$ cat config.mk
export PLATFORM = sky130hd
export DESIGN_NAME = pir_array_ctrl
export DESIGN_NICKNAME = d
export VERILOG_FILES = /design/src/rtl/pir_array_ctrl.sv
export SDC_FILE = /design/constraint.sdc
export NUM_CORES = 1
export LEC_CHECK = 0
export CAP_MARGIN = 20
export CORE_MARGIN = 3
export CORE_UTILIZATION = 25
export CTS_CLUSTER_SIZE = 30
export DETAILED_ROUTE_END_ITERATION = 10
export SYNTH_ARGS = -nofsm -noshare
export SYNTH_HDL_FRONTEND = slang
export SYNTH_SLANG_ARGS = --single-unit
export TNS_END_PERCENT = 100
$ cat constraint.sdc
create_clock -name clk -period 8.55 [get_ports clk]
set_input_delay 0.855 -clock clk [delete_from_list [all_inputs] [get_ports clk]]
set_output_delay 0.855 -clock clk [all_outputs]
set_load 0.03 [all_outputs]
$ cat src/rtl/pir_array_ctrl.sv
// pir_array_ctrl: multi-sensor PIR alarm controller with debounce, peak tracking and an event-log FIFO
module pir_array_ctrl #(
  parameter int NUM_SENSORS = 4,
  parameter int DATA_W = 7,
  parameter int DEBOUNCE = 3,
  parameter int BUZZ_CYCLES = 100,
  parameter int HOLDOFF_CYCLES = 16,
  parameter int LOG_DEPTH = 8,
  localparam int IDX_W = NUM_SENSORS > 1 ? $clog2(NUM_SENSORS) : 1,
  localparam int CNT_W = $clog2(NUM_SENSORS + 1),
  localparam int LOG_W = NUM_SENSORS + IDX_W + DATA_W
) (
  input  logic clk,
  input  logic rst,
  input  logic turn,
  input  logic stop_alarm,
  input  logic [DATA_W-1:0] threshold,
  input  logic [NUM_SENSORS-1:0] sensor_mask,
  input  logic [NUM_SENSORS*DATA_W-1:0] sensor_data,
  output logic [NUM_SENSORS-1:0] LED,
  output logic buzzer,
  output logic [CNT_W-1:0] trig_count,
  output logic [DATA_W-1:0] peak_value,
  output logic [IDX_W-1:0] peak_index,
  output logic [1:0] state,
  output logic log_valid,
  input  logic log_ready,
  output logic [LOG_W-1:0] log_data,
  output logic log_overflow
);
  typedef enum logic [1:0] {OFF, ARMED, ALARM, COOLDOWN} state_t;
  localparam int DEB_W = $clog2(DEBOUNCE + 1);
  localparam int TMR_W = $clog2((BUZZ_CYCLES > HOLDOFF_CYCLES ? BUZZ_CYCLES : HOLDOFF_CYCLES) + 1);
  localparam int PTR_W = $clog2(LOG_DEPTH);
  state_t st, st_nx;
  logic [DEB_W-1:0] deb [NUM_SENSORS];
  logic [NUM_SENSORS-1:0] hit, qual;
  logic [TMR_W-1:0] tmr;
  logic [DATA_W-1:0] best_val;
  logic [IDX_W-1:0] best_idx;
  logic push, pop, wr_en;
  logic [LOG_W-1:0] mem [LOG_DEPTH];
  logic [PTR_W-1:0] wr_ptr, rd_ptr;
  logic [PTR_W:0] count;
  always_comb begin
    hit = '0;
    qual = '0;
    for (int i = 0; i < NUM_SENSORS; i++) begin
      hit[i] = sensor_mask[i] && sensor_data[i*DATA_W +: DATA_W] >= threshold;
      qual[i] = deb[i] == DEB_W'(DEBOUNCE);
    end
  end
  // Scanning downward with >= leaves the lowest qualified index on ties.
  always_comb begin
    best_val = '0;
    best_idx = '0;
    for (int i = NUM_SENSORS - 1; i >= 0; i--)
      if (qual[i] && sensor_data[i*DATA_W +: DATA_W] >= best_val) begin
        best_val = sensor_data[i*DATA_W +: DATA_W];
        best_idx = IDX_W'(i);
      end
  end
  always_comb begin
    st_nx = st;
    push = 1'b0;
    case (st)
      OFF: st_nx = turn ? ARMED : OFF;
      ARMED: st_nx = !turn ? OFF : |qual ? ALARM : ARMED;
      ALARM: begin
        st_nx = !turn ? OFF : (stop_alarm || tmr == TMR_W'(BUZZ_CYCLES - 1)) ? COOLDOWN : ALARM;
        push = st_nx == COOLDOWN;
      end
      COOLDOWN: st_nx = !turn ? OFF : tmr == TMR_W'(HOLDOFF_CYCLES - 1) ? ARMED : COOLDOWN;
    endcase
  end
  always_ff @(posedge clk) begin
    if (rst) begin
      st <= OFF;
      tmr <= '0;
      LED <= '0;
      peak_value <= '0;
      peak_index <= '0;
      for (int i = 0; i < NUM_SENSORS; i++) deb[i] <= '0;
    end else begin
      st <= st_nx;
      tmr <= st_nx != st ? '0 : tmr + 1'b1;
      for (int i = 0; i < NUM_SENSORS; i++)
        deb[i] <= (st == ARMED || st == ALARM) && hit[i] ? (qual[i] ? deb[i] : deb[i] + 1'b1) : '0;
      if (st_nx == OFF) begin
        LED <= '0;
        peak_value <= '0;
        peak_index <= '0;
      end else if (st_nx == COOLDOWN) begin
        LED <= '0;
      end else if (st == ARMED && st_nx == ALARM) begin
        LED <= qual;
        peak_value <= best_val;
        peak_index <= best_idx;
      end else if (st == ALARM) begin
        LED <= LED | qual;
        if (best_val > peak_value) begin
          peak_value <= best_val;
          peak_index <= best_idx;
        end
      end
    end
  end
  assign state = st;
  assign buzzer = st == ALARM;
  assign trig_count = CNT_W'($countones(LED));
  // count never exceeds LOG_DEPTH, so its MSB alone flags full.
  assign log_valid = count != '0;
  assign pop = log_valid && log_ready;
  assign wr_en = push && (!count[PTR_W] || pop);
  assign log_data = mem[rd_ptr];
  always_ff @(posedge clk)
    if (wr_en) mem[wr_ptr] <= {LED, peak_index, peak_value};
  always_ff @(posedge clk) begin
    if (rst) begin
      wr_ptr <= '0;
      rd_ptr <= '0;
      count <= '0;
      log_overflow <= 1'b0;
    end else begin
      if (wr_en) wr_ptr <= wr_ptr + 1'b1;
      if (pop) rd_ptr <= rd_ptr + 1'b1;
      if (push && !wr_en) log_overflow <= 1'b1;
      count <= count + {{PTR_W{1'b0}}, wr_en} - {{PTR_W{1'b0}}, pop};
    end
  end
endmodule

; ---- Yosys cells after proc, flatten, opt, wreduce, memory -nomap -nowiden
; Memories as Yosys holds them, arrays and structs flattened. A register that Yosys moved wholly into a read port is not among the register bits.
; Cells that the tools add are included.
; W data, S select, Z words.
[op_classes]
addsub = 12
n_mux = 44
n_reduce_logical = 31
n_lt_le_gt_ge = 9
n_bitwise = 6
eq_ne = 13
[op_table]
columns = op, count
row1 = $ge A7 B7 Y1, 7
row2 = $mux W7, 7
row3 = $mux W2, 24
row4 = $eq A2 B2 Y1 const B, 9
row5 = $logic_and A1 B1 Y1, 16
row6 = $add A2 B1 Y2 const B, 4
row7 = $mux W1, 8
row8 = $mux W4, 2
row9 = $pmux W2 S4, 1
row10 = $add A7 B1 Y7 const B, 1
row11 = $eq A7 B4 Y1 const B, 1
row12 = $eq A7 B7 Y1 const B, 1
row13 = $ge A7 B1 Y1 const B, 1
row14 = $gt A7 B7 Y1, 1
row15 = $add A3 B1 Y3 const B, 2
row16 = $mux W3, 2
row17 = $add A1 B1 Y2, 2
row18 = $add A4 B1 Y4, 1
row19 = $logic_not A2 Y1, 2
row20 = $or A1 B1 Y1, 4
row21 = $or A4 B4 Y4, 1
row22 = $reduce_bool A2 Y1, 2
row23 = $reduce_bool A4 Y1, 1
row24 = $reduce_or A2 Y1, 2
row25 = 10 further kinds, 13
[totals]
in_bits = 44
out_inout_bits = 34
mem_count = 2
regBits = 33
wordCells = 126
ramBits = 112
[mem_list]
columns = name, words, word_bits, rd, rd_clocked_by_memory_dff, write_ports, line_no
row1 = mem, 8, 13, 1, 1, 1, 42  ; logic [LOG_W-1:0] mem [LOG_DEPTH];
row2 = deb, 4, 2, 4, 0, 4, 36  ; logic [DEB_W-1:0] deb [NUM_SENSORS];

; ---- Longest topological paths before layout
[depth]
word_depth = 16
mapped_depth = 38
mapped_depth_nobuf = 34

; ---- Worst setup path after synthesis
; Ideal clock, no wire load.
[synth_path]
path_type = flip-flop to flip-flop
from = memory deb[3][0] in the netlist's numbering
to = register peak_value[0]
required_ps = 8436
setup_slack_ps = 1319
path_stages_with_launch = 38
arrival_time_ps = 7117
path_buffers = 4
cell_sequence = dfxtp_1 > ha_1 > buf_1 > inv_1 > nor2_1 > ha_1 > nand2b_1 > a2111o_1 > a21o_1 > mux2_2 > ha_1 > nand2b_1 > a21o_1 > a21o_1 > a31oi_1 > o21ai_1 > a31oi_4 > mux2_4 > [... 2 more ...] > a21o_1 > a211oi_1 > o21ai_0 > o211a_1 > clkbuf_1 > clkbuf_1 > nand2_1 > o21ai_0 > ha_1 > nor2b_1 > o21a_1 > o21ai_0 > a221o_1 > a21oi_2 > and2_0 > buf_2 > a32o_1 > a21o_1
[synth_rtl]
columns = item, line_no
row1 = "start, declared", 36
row2 = "end signal, assigned", 97  ; peak_value <= best_val;
row3 = "end signal, assigned", 102  ; peak_value <= best_val;
row4 = "end, declared", 23  ; output logic [DATA_W-1:0] peak_value,

; ---- Final worst setup path
[layout_path]
from = input port sensor_data[21]
to = register peak_value[2]
[layout_between]
elab_chain_len = 15
elab_cells_between_ends = 18
cone_classes = order compare (5) / mux (7) / reduce/logical (6)
[layout_rtl]
columns = item, line_no
row1 = "start, declared", 19  ; input logic [NUM_SENSORS*DATA_W-1:0] sensor_data,
row2 = $ge A7 B1 Y1, 58  ; if (qual[i] && sensor_data[i*DATA_W +: DATA_W] >= best_val) begin
row3 = $logic_and A1 B1 Y1, 58
row4 = $mux W7 *, 58
row5 = $ge A7 B7 Y1, 58
row6 = $logic_and A1 B1 Y1, 58
row7 = $mux W7 *, 58
row8 = $ge A7 B7 Y1, 58
row9 = $logic_and A1 B1 Y1, 58
row10 = $mux W7 *, 58
row11 = $ge A7 B7 Y1, 58
row12 = $logic_and A1 B1 Y1, 58
row13 = $mux W7 *, 58
row14 = named net best_val[1], 39  ; logic [DATA_W-1:0] best_val;
row15 = $gt A7 B7 Y1 *, 101  ; if (best_val > peak_value) begin
row16 = $reduce_bool A2 Y1 (no line) *, --
row17 = $reduce_and A3 Y1 (no line) *, --
; Mark *: on every way through the listed nets, which the timed path passes. The rest lies on a longest branch. The select of a mux whose other input is x is not followed.
; A chain may end at the register's enable or synchronous reset.

==> impl_metrics.tcl <==
set metrics [dict create \
    outcome "complete, no violations" \
    hold_slack_ps 449.1 \
    switching_share_pct 26.08 \
    multiInputGateArea_mm2 0.003299 \
    die_area_mm2 0.03214 \
    crit_path_end_kind "flop" \
    crit_type "in -> reg" \
    power.combinational.fraction_pct 20.5 \
    drv_slew 0 \
    drc 0 \
    drive_above_1_share_pct 14.64 \
    fin_nets 781 \
    utilization_pct 32.35 \
    die_h_um 179.3 \
    antenna_cells 0 \
    cap_viol_max_count 0 \
    rsz0062_at_grt "no" \
    postCtsResizedCells 0 \
    async_flop_share_pct 0 \
    finalNonFillerCells 1060 \
    finalHoldViolations 0 \
    hold_class "reg -> reg" \
    power_density_mw_per_mm2 210.3 \
    required_ps 8890 \
    grt_pass1_wl_um 26160 \
    slowest_stage "clkdlybuf4s50_1" \
    syn_inst 573 \
    crit_arrival_ps 8080 \
    avgRoutedWirePerCell_um 15.43 \
    ctsHoldBuffers 0 \
    regArea_mm2 0.004004 \
    antenna_left 0 \
    switchingPower_uw 517.6 \
    syn-num-nets 691 \
    synth-main-ff-cell "edfxtp_1" \
    cts_setup_buffers 0 \
    vias_per_cell 4.421 \
    setup_viol 0 \
    layout_commonest_cell "edfxtp_1" \
    gp_congestion 0.7467 \
    grt_max_degree 27 \
    power.internal_uw 1467 \
    detail_route.wirelength_um 16350 \
    cts-buffers-inserted 17 \
    cp_top_family "compound AO/OA/AOI/OAI gates" \
    setup.worst_path.start_class "primary input" \
    fin_tns_setup_ps 0 \
    clkPwrFrac_pct 40.0 \
    grt_pass1_vias 4778 \
    rows 62 \
    io_pins 78 \
    period_needed_ps 7746 \
    ir_worst_vdd_v 0.0001415 \
    dr.pass1.iters 6 \
    areaGrowthSynthToFinish_pct 25.70 \
    seqPwrFrac_pct 39.5 \
    critPathBufInv 3 \
    max_slew_margin_pct 50.16 \
    ys_seq_area_share_pct 53.33 \
    grt_usage_pct 10.68 \
    finClkSkew_ps 9.828 \
    fmax_mhz 129.1 \
    synth_edf_count 104 \
    antenna_found_initial 0 \
    place.port_buffers 77 \
    tritoncts "done" \
    crit_path_max_incr_delay_ps 450 \
    p_leak_uw 0.003558 \
    via_count 4686 \
    clock_path_buffers 2 \
    synth.distinct_cells 56 \
    synth_seq_cells 148 \
    worstMarginPinSlew_ps 746.6 \
    cts_root_buffer "clkbuf_16" \
    period_share_pct 90.59 \
    grt.overflow.total 0 \
    num-fill-cells 2927 \
    path_clk_slew_ps 60 \
    place_hpwl_um 11800 \
    cts_max_level 4 \
    clock_latency_ps 420 \
    initial_core_util_pct 25.74 \
    ys_warn_count 0 \
    die_w_um 179.3 \
    cts.sinks 148 \
    final_cell_mix "edfxtp_1 (104), clkdlybuf4s50_1 (77), ha_1 (72)" \
    core_mm2 0.02917 \
    dp_cells 1028 \
    syn_area_mm2 0.007507 \
    cp_max_fo 14 \
    drt_iter0_drc 318 \
    synth_area_per_cell_um2 13.10 \
]
==> metal layers <==
layer  GRT usage [%]  routed length (um)  part of all wire (%)  vias up
met1           14.60                7844                    48     2234
met5               0                   0                     0        -
met4           2.706                 154                  0.94        0
li1                -                   -                     -     2332
met3           2.817                 947                   5.8       14
met2           16.84                7407                    45      106
==> Yosys cell counts, types with 2 or more instances <==
library cell	number	area [um2]
edfxtp_1	104	3123
ha_1	72	900.9
dfxtp_1	44	880.8
inv_1	42	157.7
nor2_1	39	146.4
nand2_1	28	105.1
a21o_1	27	202.7
mux4_2	26	585.6
a21oi_1	19	95.09
o21ai_0	16	80.08
mux2_2	14	157.7
clkbuf_1	11	41.29
nand2b_1	11	68.82
nor3_1	10	50.05
mux2i_1	9	90.09
xor2_1	9	78.83
xnor2_1	7	61.31
nand3_1	6	30.03
nor2b_1	6	37.54
nor3b_1	6	45.04
a32oi_1	5	43.79
mux2_4	5	75.07
a211oi_1	4	30.03
a22oi_1	4	30.03
buf_1	4	15.01
buf_2	4	20.02
o21ai_1	3	15.01
a221o_1	2	20.02
a31oi_1	2	12.51
and2_1	2	12.51
and3_1	2	12.51
fa_1	2	40.04
nand4_1	2	12.51
o211a_1	2	20.02
or2_2	2	12.51
or3_1	2	12.51
==> layout make-up <==
class,count,area share (%)
clock buffer,19,4.588
timing repair buffer,90,9.202
tap,384,5.091
sequential,148,42.43
inverter,42,1.671
clock inverter,13,2.055
multi-input combinational,364,34.96
==> worst paths after layout <==
| path | slack, ps | end | start | depth (start not counted) |
|---|---|---|---|---|
| worst max-delay path | 800 | peak_value[2]$_SDFFE_PP0P_ | sensor_data[21] | 34 |
| worst min-delay path | 450 | tmr[0]$_SDFF_PP0_ | tmr[0]$_SDFF_PP0_ | 1 |
| worst max register to register | 900 | peak_value[2]$_SDFFE_PP0P_ | deb[3][0]$_SDFFE_PP0P_ | 34 |
| worst min register to register | 450 | tmr[0]$_SDFF_PP0_ | tmr[0]$_SDFF_PP0_ | 1 |
==> cells by family (layout without fill, tap and decap cells) <==
family,count (synthesis),after routing,share of synthesized area (%)
flip-flops,148,148,53.33
AND/OR/NAND/NOR,122,122,7.883
AO/OA/AOI/OAI,98,98,9.167
adder cells (fa/ha/maj),74,74,12.53
buffers and inverters,61,164,3.117
multiplexers,54,54,12.10
XOR/XNOR,16,16,1.867
==> registers in the layout (all words and copies together) (netlist names), named ones only <==
signal and flops:
wr_ptr 3, tmr 7, LED 4, peak_index 2, mem 104, state 2
count 4, rd_ptr 3, deb 8, log_overflow 1, peak_value 7
==> per-stage QoR <==
step / power (uW) / setup WS, ps / instance area (um2)
floorplan: 1082 / 1319 / 7507
global placement: 1211 / 562.9 / 8810
detailed placement: 1212 / 350.0 / 8810
CTS: 2007 / 774.3 / 9437
global route: 2080 / 115.9 / 9437
finish: 1985 / 804.5 / 9437
==> power by group through the flow <==
stage	Clock (uW)	Combinational, uW	Sequential [uW]
floorplan	0	284	798
global placement	0	411	800
detailed placement	0	412	800
CTS	808	414	785
global route	842	451	786
finish	793	407	784
(Power assumes the default switching activity.)
